--- config.mk ---
export PLATFORM = sky130hd
export DESIGN_NAME = hazard_scheduler
export DESIGN_NICKNAME = d
export VERILOG_FILES = /design/src/rtl/hazard_scheduler_pkg.sv /design/src/rtl/load_use_detect.sv /design/src/rtl/hazard_scheduler.sv
export SDC_FILE = /design/constraint.sdc
export NUM_CORES = 1
export LEC_CHECK = 0
export CAP_MARGIN = 20
export CORE_MARGIN = 3
export CORE_UTILIZATION = 53
export DETAILED_ROUTE_END_ITERATION = 6
export PLACE_DENSITY = 0.87
export SYNTH_ARGS = -nofsm -noshare
export SYNTH_HDL_FRONTEND = slang
export SYNTH_SLANG_ARGS = --single-unit
--- constraint.sdc ---
create_clock -name clk -period 3.59 [get_ports clk]
set_input_delay 0.359 -clock clk [delete_from_list [all_inputs] [get_ports clk]]
set_output_delay 0.359 -clock clk [all_outputs]
set_load 0.01 [all_outputs]
--- src/rtl/hazard_scheduler_pkg.sv ---
// rtl/hazard_scheduler_pkg.sv - shared control types and constants for the pipeline hazard scheduler
package hazard_scheduler_pkg;

    localparam int REG_W = 5;
    localparam logic [REG_W-1:0] X0_IDX = 5'd0;

    typedef enum logic [1:0] {
        ST_FILL    = 2'd0,
        ST_RUN     = 2'd1,
        ST_MD_WAIT = 2'd2
    } sched_state_t;

endpackage

--- src/rtl/load_use_detect.sv ---
// rtl/load_use_detect.sv - combinational load-use hazard comparator between ID operands and EX load
module load_use_detect
    import hazard_scheduler_pkg::*;
(
    input  logic [REG_W-1:0] id_rs1,
    input  logic [REG_W-1:0] id_rs2,
    input  logic             id_use_rs1,
    input  logic             id_use_rs2,
    input  logic             ex_load,
    input  logic [REG_W-1:0] ex_rd,
    output logic             load_use
);

    // x0 is hardwired to zero, so a load targeting it never creates a dependency
    assign load_use = ex_load && (ex_rd != X0_IDX) &&
                      ((id_use_rs1 && (id_rs1 == ex_rd)) ||
                       (id_use_rs2 && (id_rs2 == ex_rd)));

endmodule

--- src/rtl/hazard_scheduler.sv ---
// rtl/hazard_scheduler.sv - stall/flush sequencer: reset fill, load-use stalls, branch flushes, mul/div waits
module hazard_scheduler
    import hazard_scheduler_pkg::*;
#(
    parameter int FILL_CYCLES = 3,
    parameter int MD_TIMEOUT  = 64,
    parameter int CNT_W       = 32
) (
    input  logic             clk,
    input  logic             rst,
    input  logic [REG_W-1:0] id_rs1,
    input  logic [REG_W-1:0] id_rs2,
    input  logic             id_use_rs1,
    input  logic             id_use_rs2,
    input  logic             ex_load,
    input  logic [REG_W-1:0] ex_rd,
    input  logic             ex_branch_taken,
    input  logic             ex_md_op,
    input  logic             md_done,
    output logic             pc_hold,
    output logic             ifid_hold,
    output logic             idex_hold,
    output logic             idex_bubble,
    output logic             ifid_flush,
    output logic             exmem_bubble,
    output logic             md_start,
    output logic             md_error,
    output logic [CNT_W-1:0] stall_count
);

    localparam int FW = (FILL_CYCLES > 1) ? $clog2(FILL_CYCLES + 1) : 1;
    localparam int TW = (MD_TIMEOUT > 1) ? $clog2(MD_TIMEOUT) : 1;
    localparam logic [FW-1:0] FILL_LAST = FW'(FILL_CYCLES - 1);
    localparam logic [TW-1:0] MD_LAST   = TW'(MD_TIMEOUT - 1);

    sched_state_t  state, state_nx;
    logic [FW-1:0] fill_cnt;
    logic [TW-1:0] md_cnt;
    logic          load_use;
    logic          md_timeout;

    load_use_detect u_load_use_detect (
        .id_rs1     (id_rs1),
        .id_rs2     (id_rs2),
        .id_use_rs1 (id_use_rs1),
        .id_use_rs2 (id_use_rs2),
        .ex_load    (ex_load),
        .ex_rd      (ex_rd),
        .load_use   (load_use)
    );

    // Controls are gated by rst so the pipeline sees no action while reset is held
    always_comb begin
        state_nx     = state;
        pc_hold      = 1'b0;
        ifid_hold    = 1'b0;
        idex_hold    = 1'b0;
        idex_bubble  = 1'b0;
        ifid_flush   = 1'b0;
        exmem_bubble = 1'b0;
        md_start     = 1'b0;
        md_timeout   = 1'b0;
        if (!rst) begin
            case (state)
                ST_FILL: begin
                    idex_bubble = 1'b1;
                    if (fill_cnt == FILL_LAST) state_nx = ST_RUN;
                end
                ST_RUN: begin
                    if (ex_branch_taken) begin
                        ifid_flush  = 1'b1;
                        idex_bubble = 1'b1;
                    end else if (ex_md_op) begin
                        md_start     = 1'b1;
                        pc_hold      = 1'b1;
                        ifid_hold    = 1'b1;
                        idex_hold    = 1'b1;
                        exmem_bubble = 1'b1;
                        state_nx     = ST_MD_WAIT;
                    end else if (load_use) begin
                        pc_hold     = 1'b1;
                        ifid_hold   = 1'b1;
                        idex_bubble = 1'b1;
                    end
                end
                ST_MD_WAIT: begin
                    if (md_done) begin
                        state_nx = ST_RUN;
                    end else if (md_cnt == MD_LAST) begin
                        // Give up: drop the stalled op so the pipeline keeps moving
                        md_timeout   = 1'b1;
                        exmem_bubble = 1'b1;
                        state_nx     = ST_RUN;
                    end else begin
                        pc_hold      = 1'b1;
                        ifid_hold    = 1'b1;
                        idex_hold    = 1'b1;
                        exmem_bubble = 1'b1;
                    end
                end
                default: state_nx = ST_FILL;
            endcase
        end
    end

    always_ff @(posedge clk) begin
        if (rst) begin
            state       <= ST_FILL;
            fill_cnt    <= '0;
            md_cnt      <= '0;
            md_error    <= 1'b0;
            stall_count <= '0;
        end else begin
            state <= state_nx;
            if (state == ST_FILL && fill_cnt != FILL_LAST) fill_cnt <= fill_cnt + 1'b1;
            if (state == ST_RUN) md_cnt <= '0;
            else if (state == ST_MD_WAIT && !md_done && !md_timeout) md_cnt <= md_cnt + 1'b1;
            if (md_timeout) md_error <= 1'b1;
            if (pc_hold && stall_count != {CNT_W{1'b1}}) stall_count <= stall_count + 1'b1;
        end
    end

endmodule

==> reports/results.txt, run 1 <==
type of origin of the critical path - flop
initial detailed-routing violation count - 210
hold path cells - 2
Worst Skew - 0.00491 ns
cells on worst reg2reg path - 8
CP arrival - 2.56 ns
post-cts sizing count - 0
Synth Instances - 308
status - finished, final reports clean
# diodes - 0
first-pass GRT wire length - 10100 um
Crit Path Class - reg2out
top cells by area, synth - dfxtp_1, a21oi_1, nand3_1, nor2_1, or4_1
IO Count - 63
grt ovf - 0
synthesized flop and latch total - 43
Synth cell types - 43
Slew @ Worst Pin - 0.571 ns
launch point of the worst reg-to-reg path - state[0]$_SDFFE_PP0P_
Placed Cells - 410
reg2reg end - stall_count[10]$_SDFFE_PP0P_
post-synthesis instance area - 2520 um2
Final Cycle Share - 0.813
cts-stage hold buffer count - 0
initial antenna violation count - 0
final wirelength - 6370 um
Post-synth top cells - dfxtp_1, nor2_1, a21oi_1
CTS clk-pin slew, worst paths - 0.08 ns
htree depth - 2
Clock Latency Late Sink - 0.30 ns
Slew headroom - 0.619
Starting Density - 0.562
GPL Wtd Cong - 0.797
Yosys top cell area share - 0.342
CTS tree - done
# nets final - 395
Num CTS Buffers - 5
worst hold start - md_error$_SDFFE_PP0P_
worst path required time - 3.23 ns
worst-path cell chain - inv_1 -> ha_1 -> nand2_1 -> or4_1 -> o21ba_1 -> inv_1 -> clkdlybuf4s50_1
core box area - 4470 um2
Hold Violations, Final - 0
Post-synth EDFFs - 0
Longest Clk Path Bufs - 2
port buffer count - 62
Max IR drop VDD - 0.255 mV
routed via count - 2598
Post-synth top flop - dfxtp_1
Hold Path Class - reg2reg
Area Overhead vs Synth - 30.5%
Yosys top cell by area - dfxtp_1
row count - 24
Final ANT Viol Nets - 0
Power Density - 381 nW/um2
Slew Limit Fails - 0
vias in the first global route - 2253
asr flop ratio synth - 0
Synth Net Count - 338
CP Capture Type - output port
Worst path slowest cell - clkdlybuf4s50_1
r2r setup slk - 0.98 ns
Die Height - 74.9 um
RSZ-0062 raised after global routing - false
gr usage total - 0.229
Wirelength per Cell - 15.2 um
YS warnings - 0
final setup fails - 0
Max Clk Rate - 343 MHz
clock sink total - 43
Total Power - 1250 uW
slowest stage delay, CP - 0.58 ns
CP dominant cell by count - inv_1
die area - 5610 um2
setup TNS - 0 ns
postcts setup bufs - 0
WHS Endpoint - md_error$_SDFFE_PP0P_
Worst Hold Slack - 0.483 ns
Critical path origin - state[0]$_SDFFE_PP0P_
layout cell share with drive strength beyond 1 - 0.0738
DP Wirelength - 4580 um
root buf cell - clkbuf_8
count leader, synth - dfxtp_1
Vias/cell - 6.22
pin count of the biggest net entering global routing - 53
MaxCap Viol Count - 0
Die Wd - 74.9 um
crit path max fanout - 7
DRC violations left - 0
Mean Syn Cell Area - 8.17 um2
minimum clock period - 2.92 ns
P_leak - 0.00109 uW
fillers - 345
post-synthesis sequential area ratio - 0.342
fin cells - 418
DR pass1 iterations - 5
worst max-delay path by stage:
| stage | endpoint | slack (ns) | cells past startpoint |
|---|---|---|---|
| floorplan | stall_count[10]$_SDFFE_PP0P_ | 1.23 | 9 |
| global placement | ifid_hold | 0.81 | 7 |
| detailed placement | idex_bubble | 0.77 | 8 |
| CTS | ifid_hold | 0.67 | 7 |
| global route | ifid_hold | 0.53 | 7 |
| finish | ifid_hold | 0.67 | 7 |
through the flow:
stage / utilization / setup WS [ns] / area, um2
after floorplan: - / 1.23 / 2520
after global placement: 0.704 / 0.814 / 3150
after detailed placement: 0.704 / 0.767 / 3150
after CTS: 0.734 / 0.672 / 3280
after global routing: 0.734 / 0.527 / 3280
final: 0.734 / 0.672 / 3280
power breakdown:
| part | switching, uW | total [uW] | leakage (uW) | internal (uW) |
|---|---|---|---|---|
| combinational | 154 | 278 | 0.000676 | 124 |
| sequential | 18.8 | 520 | 0.000347 | 501 |
| clock | 174 | 452 | 0.0000644 | 277 |
area by class of cell:
class	count	area [um2]	area share
Clock buffer	5	68.8	0.0210
Multi-Input combinational cell	239	1530	0.467
Clock inverter	3	67.6	0.0206
Timing Repair Buffer	66	651	0.198
Inverter	10	37.5	0.0114
Sequential cell	43	861	0.262
Tap cell	52	65.1	0.0198
cell usage in the layout, fill, tap and decap left out, types with 2 or more instances in the layout:
master            n
o21ai_0          12
dfxtp_1          43
o21a_1            4
inv_1             9
xor2_1           11
and4_1            2
nand4_1          12
a21oi_1          25
ha_1              7
nor2_1           28
clkbuf_8          5
clkdlybuf4s50_1  62
nor4_1            9
and3_1            6
nand2_1          22
o31a_1            3
o31ai_1           8
or4_1            13
nor4_2            2
nor3_1            3
buf_4             4
bufinv_16         2
o41ai_1           3
mux2_2            7
o311ai_0          4
or3_1             9
nand3_1          22
nand4b_1          2
nor2b_1           9
xnor2_1           4
registers in the layout, summed over array words and instances (netlist names):
register / count
md_error: 1
md_cnt: 6
state: 2
fill_cnt: 2
stall_count: 32
metal layers:
metal / wire [um] / vias to the layer above / global-route usage
li1: - / 1262 / -
met4: 88 / 0 / 0.0692
met5: 0 / - / 0
met1: 2790 / 1224 / 0.308
met3: 319 / 11 / 0.0334
met2: 3180 / 101 / 0.378
critical path: cells and delay by family, from the launching register on:
family	cells	cell delay, ns
buffers and inverters	3	0.84
AOI/OAI and AO/OA	1	0.20
adders and majority gates	1	0.28
and+or+nand+nor	2	0.54
DFF	1	0.40
logic make-up after synthesis:
kind of cell	share of synthesized area
fa+ha+maj	0.0348
xor+xnor	0.0522
compound gates	0.164
flops	0.342
mux	0.0353
buf+inv	0.0482
simple gates	0.324
Power figures use the tool's default switching activity.
==> run 2, diff against run 1 <==
--- a/config.mk
+++ b/config.mk
@@ -7,9 +7,9 @@
 export LEC_CHECK = 0
 export CAP_MARGIN = 20
 export CORE_MARGIN = 3
-export CORE_UTILIZATION = 53
+export CORE_UTILIZATION = 49
 export DETAILED_ROUTE_END_ITERATION = 6
-export PLACE_DENSITY = 0.87
+export PLACE_DENSITY = 0.82
 export SYNTH_ARGS = -nofsm -noshare
 export SYNTH_HDL_FRONTEND = slang
 export SYNTH_SLANG_ARGS = --single-unit
==> constraint.sdc (replaced) <==
create_clock -name clk -period 3 [get_ports clk]
set_input_delay 0.3 -clock clk [delete_from_list [all_inputs] [get_ports clk]]
set_output_delay 0.3 -clock clk [all_outputs]
set_load 0.01 [all_outputs]
==> run 2 against run 1 <==
  * Non-clock buffer count increased by 3
  * Largest power group unchanged
  * Largest cell class unchanged
  * Highest routed layer unchanged
  * Clock-buffer cell count increased by 1
  * Sequential power increased by 20%
==> reports/results.txt, run 2 (synthesized netlist as in run 1, its figures left out) <==
CP top delay family - buffers and inverters (unchanged)
crit path max fanout - 4 (was 7)
Hold Path Class - reg2reg (unchanged)
Worst path slowest cell - clkdlybuf4s50_1 (unchanged)
Slew headroom - 0.640 (was 0.619)
Max IR drop VDD - 0.404 mV (was 0.255 mV)
type of origin of the critical path - flop (unchanged)
DR pass1 iterations - 5 (unchanged)
final wirelength - 6520 um (was 6370 um)
fin cells - 436 (was 418)
layout cell share with drive strength beyond 1 - 0.0786 (was 0.0738)
CTS clk-pin slew, worst paths - 0.08 ns (about the same)
Wirelength per Cell - 14.9 um (was 15.2 um)
Total Power - 1500 uW (was 1250 uW)
Power Density - 450 nW/um2 (was 381 nW/um2)
Final Cycle Share - 0.937
GPL Wtd Cong - 0.833 (was 0.797)
cts-stage hold buffer count - 0 (unchanged)
CTS tree - done (unchanged)
# diodes - 0 (unchanged)
Starting Density - 0.519 (was 0.562)
root buf cell - clkbuf_8 (unchanged)
max reg flops - 32 (unchanged)
Hold Violations, Final - 0 (unchanged)
routed via count - 2582 (was 2598)
MaxCap Viol Count - 0 (unchanged)
RSZ-0062 raised after global routing - false (unchanged)
Crit Path Class - reg2out (unchanged)
row count - 25 (was 24)
initial antenna violation count - 0 (unchanged)
grt ovf - 0 (unchanged)
Vias/cell - 5.92 (was 6.22)
final instance area - 3330 um2 (was 3280 um2)
Worst Skew - 0.0106 ns (was 0.00491 ns)
Placed Cells - 428 (was 410)
postcts setup bufs - 0 (unchanged)
CP arrival - 2.51 ns (was 2.56 ns)
worst-path cell chain - inv_1 -> ha_1 -> nand2_1 -> or4_1 -> o21ba_1 -> inv_1 -> clkdlybuf4s50_1 (unchanged)
core box area - 4850 um2 (was 4470 um2)
Top Registers - stall_count x32, md_cnt x6 (unchanged)
Placed Area - 3200 um2 (was 3150 um2)
first-pass GRT wire length - 10800 um (was 10100 um)
Longest Clk Path Bufs - 2 (unchanged)
IO Count - 63 (unchanged)
Max Clk Rate - 356 MHz
htree depth - 2 (unchanged)
final worst slack - 0.190 ns (was 0.672 ns)
post-cts sizing count - 0 (unchanged)
die area - 6030 um2 (was 5610 um2)
DRC violations left - 0 (unchanged)
gr usage total - 0.216 (was 0.229)
Slew @ Worst Pin - 0.535 ns (was 0.571 ns)
most frequent cells in the layout - clkdlybuf4s50_1, dfxtp_1, nor2_1, a21oi_1 (unchanged)
Die Height - 77.7 um (was 74.9 um)
status - finished, final reports clean (unchanged)
initial detailed-routing violation count - 243 (was 210)
Final ANT Viol Nets - 0 (unchanged)
worst path required time - 2.70 ns (was 3.23 ns)
clock sink total - 43 (unchanged)
minimum clock period - 2.81 ns
DP Wirelength - 4660 um (was 4580 um)
WP buf/inv - 3 (unchanged)
pin count of the biggest net entering global routing - 53 (unchanged)
Die Wd - 77.7 um (was 74.9 um)
P_leak - 0.00111 uW (was 0.00109 uW)
Clock Latency Late Sink - 0.30 ns (about the same)
vias in the first global route - 2250 (was 2253)
dpl ws - 0.290 ns (was 0.767 ns)
Slew Limit Fails - 0 (unchanged)
CP dominant cell by count - inv_1 (unchanged)
# nets final - 398 (was 395)
setup TNS - 0 ns (unchanged)
CP Capture Type - output port (unchanged)
slowest stage delay, CP - 0.55 ns (was 0.58 ns)
register bank with the most flops - stall_count (unchanged)
Num CTS Buffers - 5 (unchanged)
most common cell after layout, fill and taps aside - clkdlybuf4s50_1 (unchanged)
final setup fails - 0 (unchanged)
Area Overhead vs Synth - 32.5% (was 30.5%)
port buffer count - 62 (unchanged)
==> run 2: cell count changes in the layout (fill, tap and decap cells not counted), sizes merged <==
cell,delta
clkinvlp,-1
clkbuf,+1
buf,+3
==> run 2: power by group <==
part / internal [uW] / switching (uW) / leakage [uW]
clock network: 333 / 203 / 0.0000654
logic: 153 / 188 / 0.000697
registers: 600 / 21.8 / 0.000347
total: 1090 / 413 / 0.00111
==> run 2: per-stage QoR <==
| step | hold slack (ns) | util |
|---|---|---|
| after floorplan | 0.458 | - |
| after global placement | 0.466 | 0.660 |
| after detailed placement | 0.469 | 0.660 |
| after CTS | 0.490 | 0.688 |
| after global routing | 0.526 | 0.688 |
| final | 0.485 | 0.688 |
==> run 2: layer usage <==
layer | vias up | global-route usage | part of all wire
li1 | 1271 | - | -
met1 | 1210 | 0.288 | 0.45
met2 | 91 | 0.355 | 0.49
met3 | 10 | 0.0313 | 0.051
met4 | 0 | 0.0747 | 0.014
met5 | - | 0 | 0
==> run 2: cell type report <==
| class | count | area, um2 |
|---|---|---|
| well taps | 67 | 83.8 |
| inverters | 10 | 37.5 |
| flip-flops and latches | 43 | 861 |
| clock inverters | 2 | 60.1 |
| clock buffers | 6 | 72.6 |
| fillers | 396 | 1510 |
| multi-input cells | 239 | 1530 |
| repair buffers | 69 | 686 |
==> run 2: worst paths after layout <==
kind | cells after the start | slack [ns] | end | from
worst max-delay path | 7 | 0.19 | pc_hold | state[0]$_SDFFE_PP0P_
worst min-delay path | 2 | 0.49 | md_error$_SDFFE_PP0P_ | md_error$_SDFFE_PP0P_
worst max register to register | 8 | 0.45 | stall_count[8]$_SDFFE_PP0P_ | state[0]$_SDFFE_PP0P_
worst min register to register | 2 | 0.49 | md_error$_SDFFE_PP0P_ | md_error$_SDFFE_PP0P_
==> run 2: worst reg2reg max path, delay by kind of cell, from the launching register on <==
family	cells	cell delay (ns)
compound gates	1	0.23
fa+ha+maj	1	0.29
buf+inv	2	0.28
flops	1	0.40
mux	1	0.37
simple gates	3	0.90
==> run 3, diff against run 2 <==
--- a/config.mk
+++ b/config.mk
@@ -5,7 +5,6 @@
 export SDC_FILE = /design/constraint.sdc
 export NUM_CORES = 1
 export LEC_CHECK = 0
-export CAP_MARGIN = 20
 export CORE_MARGIN = 3
 export CORE_UTILIZATION = 49
 export DETAILED_ROUTE_END_ITERATION = 6
==> results of run 3 <==
The final DEF is identical to that of run 2; final timing and power are the same.
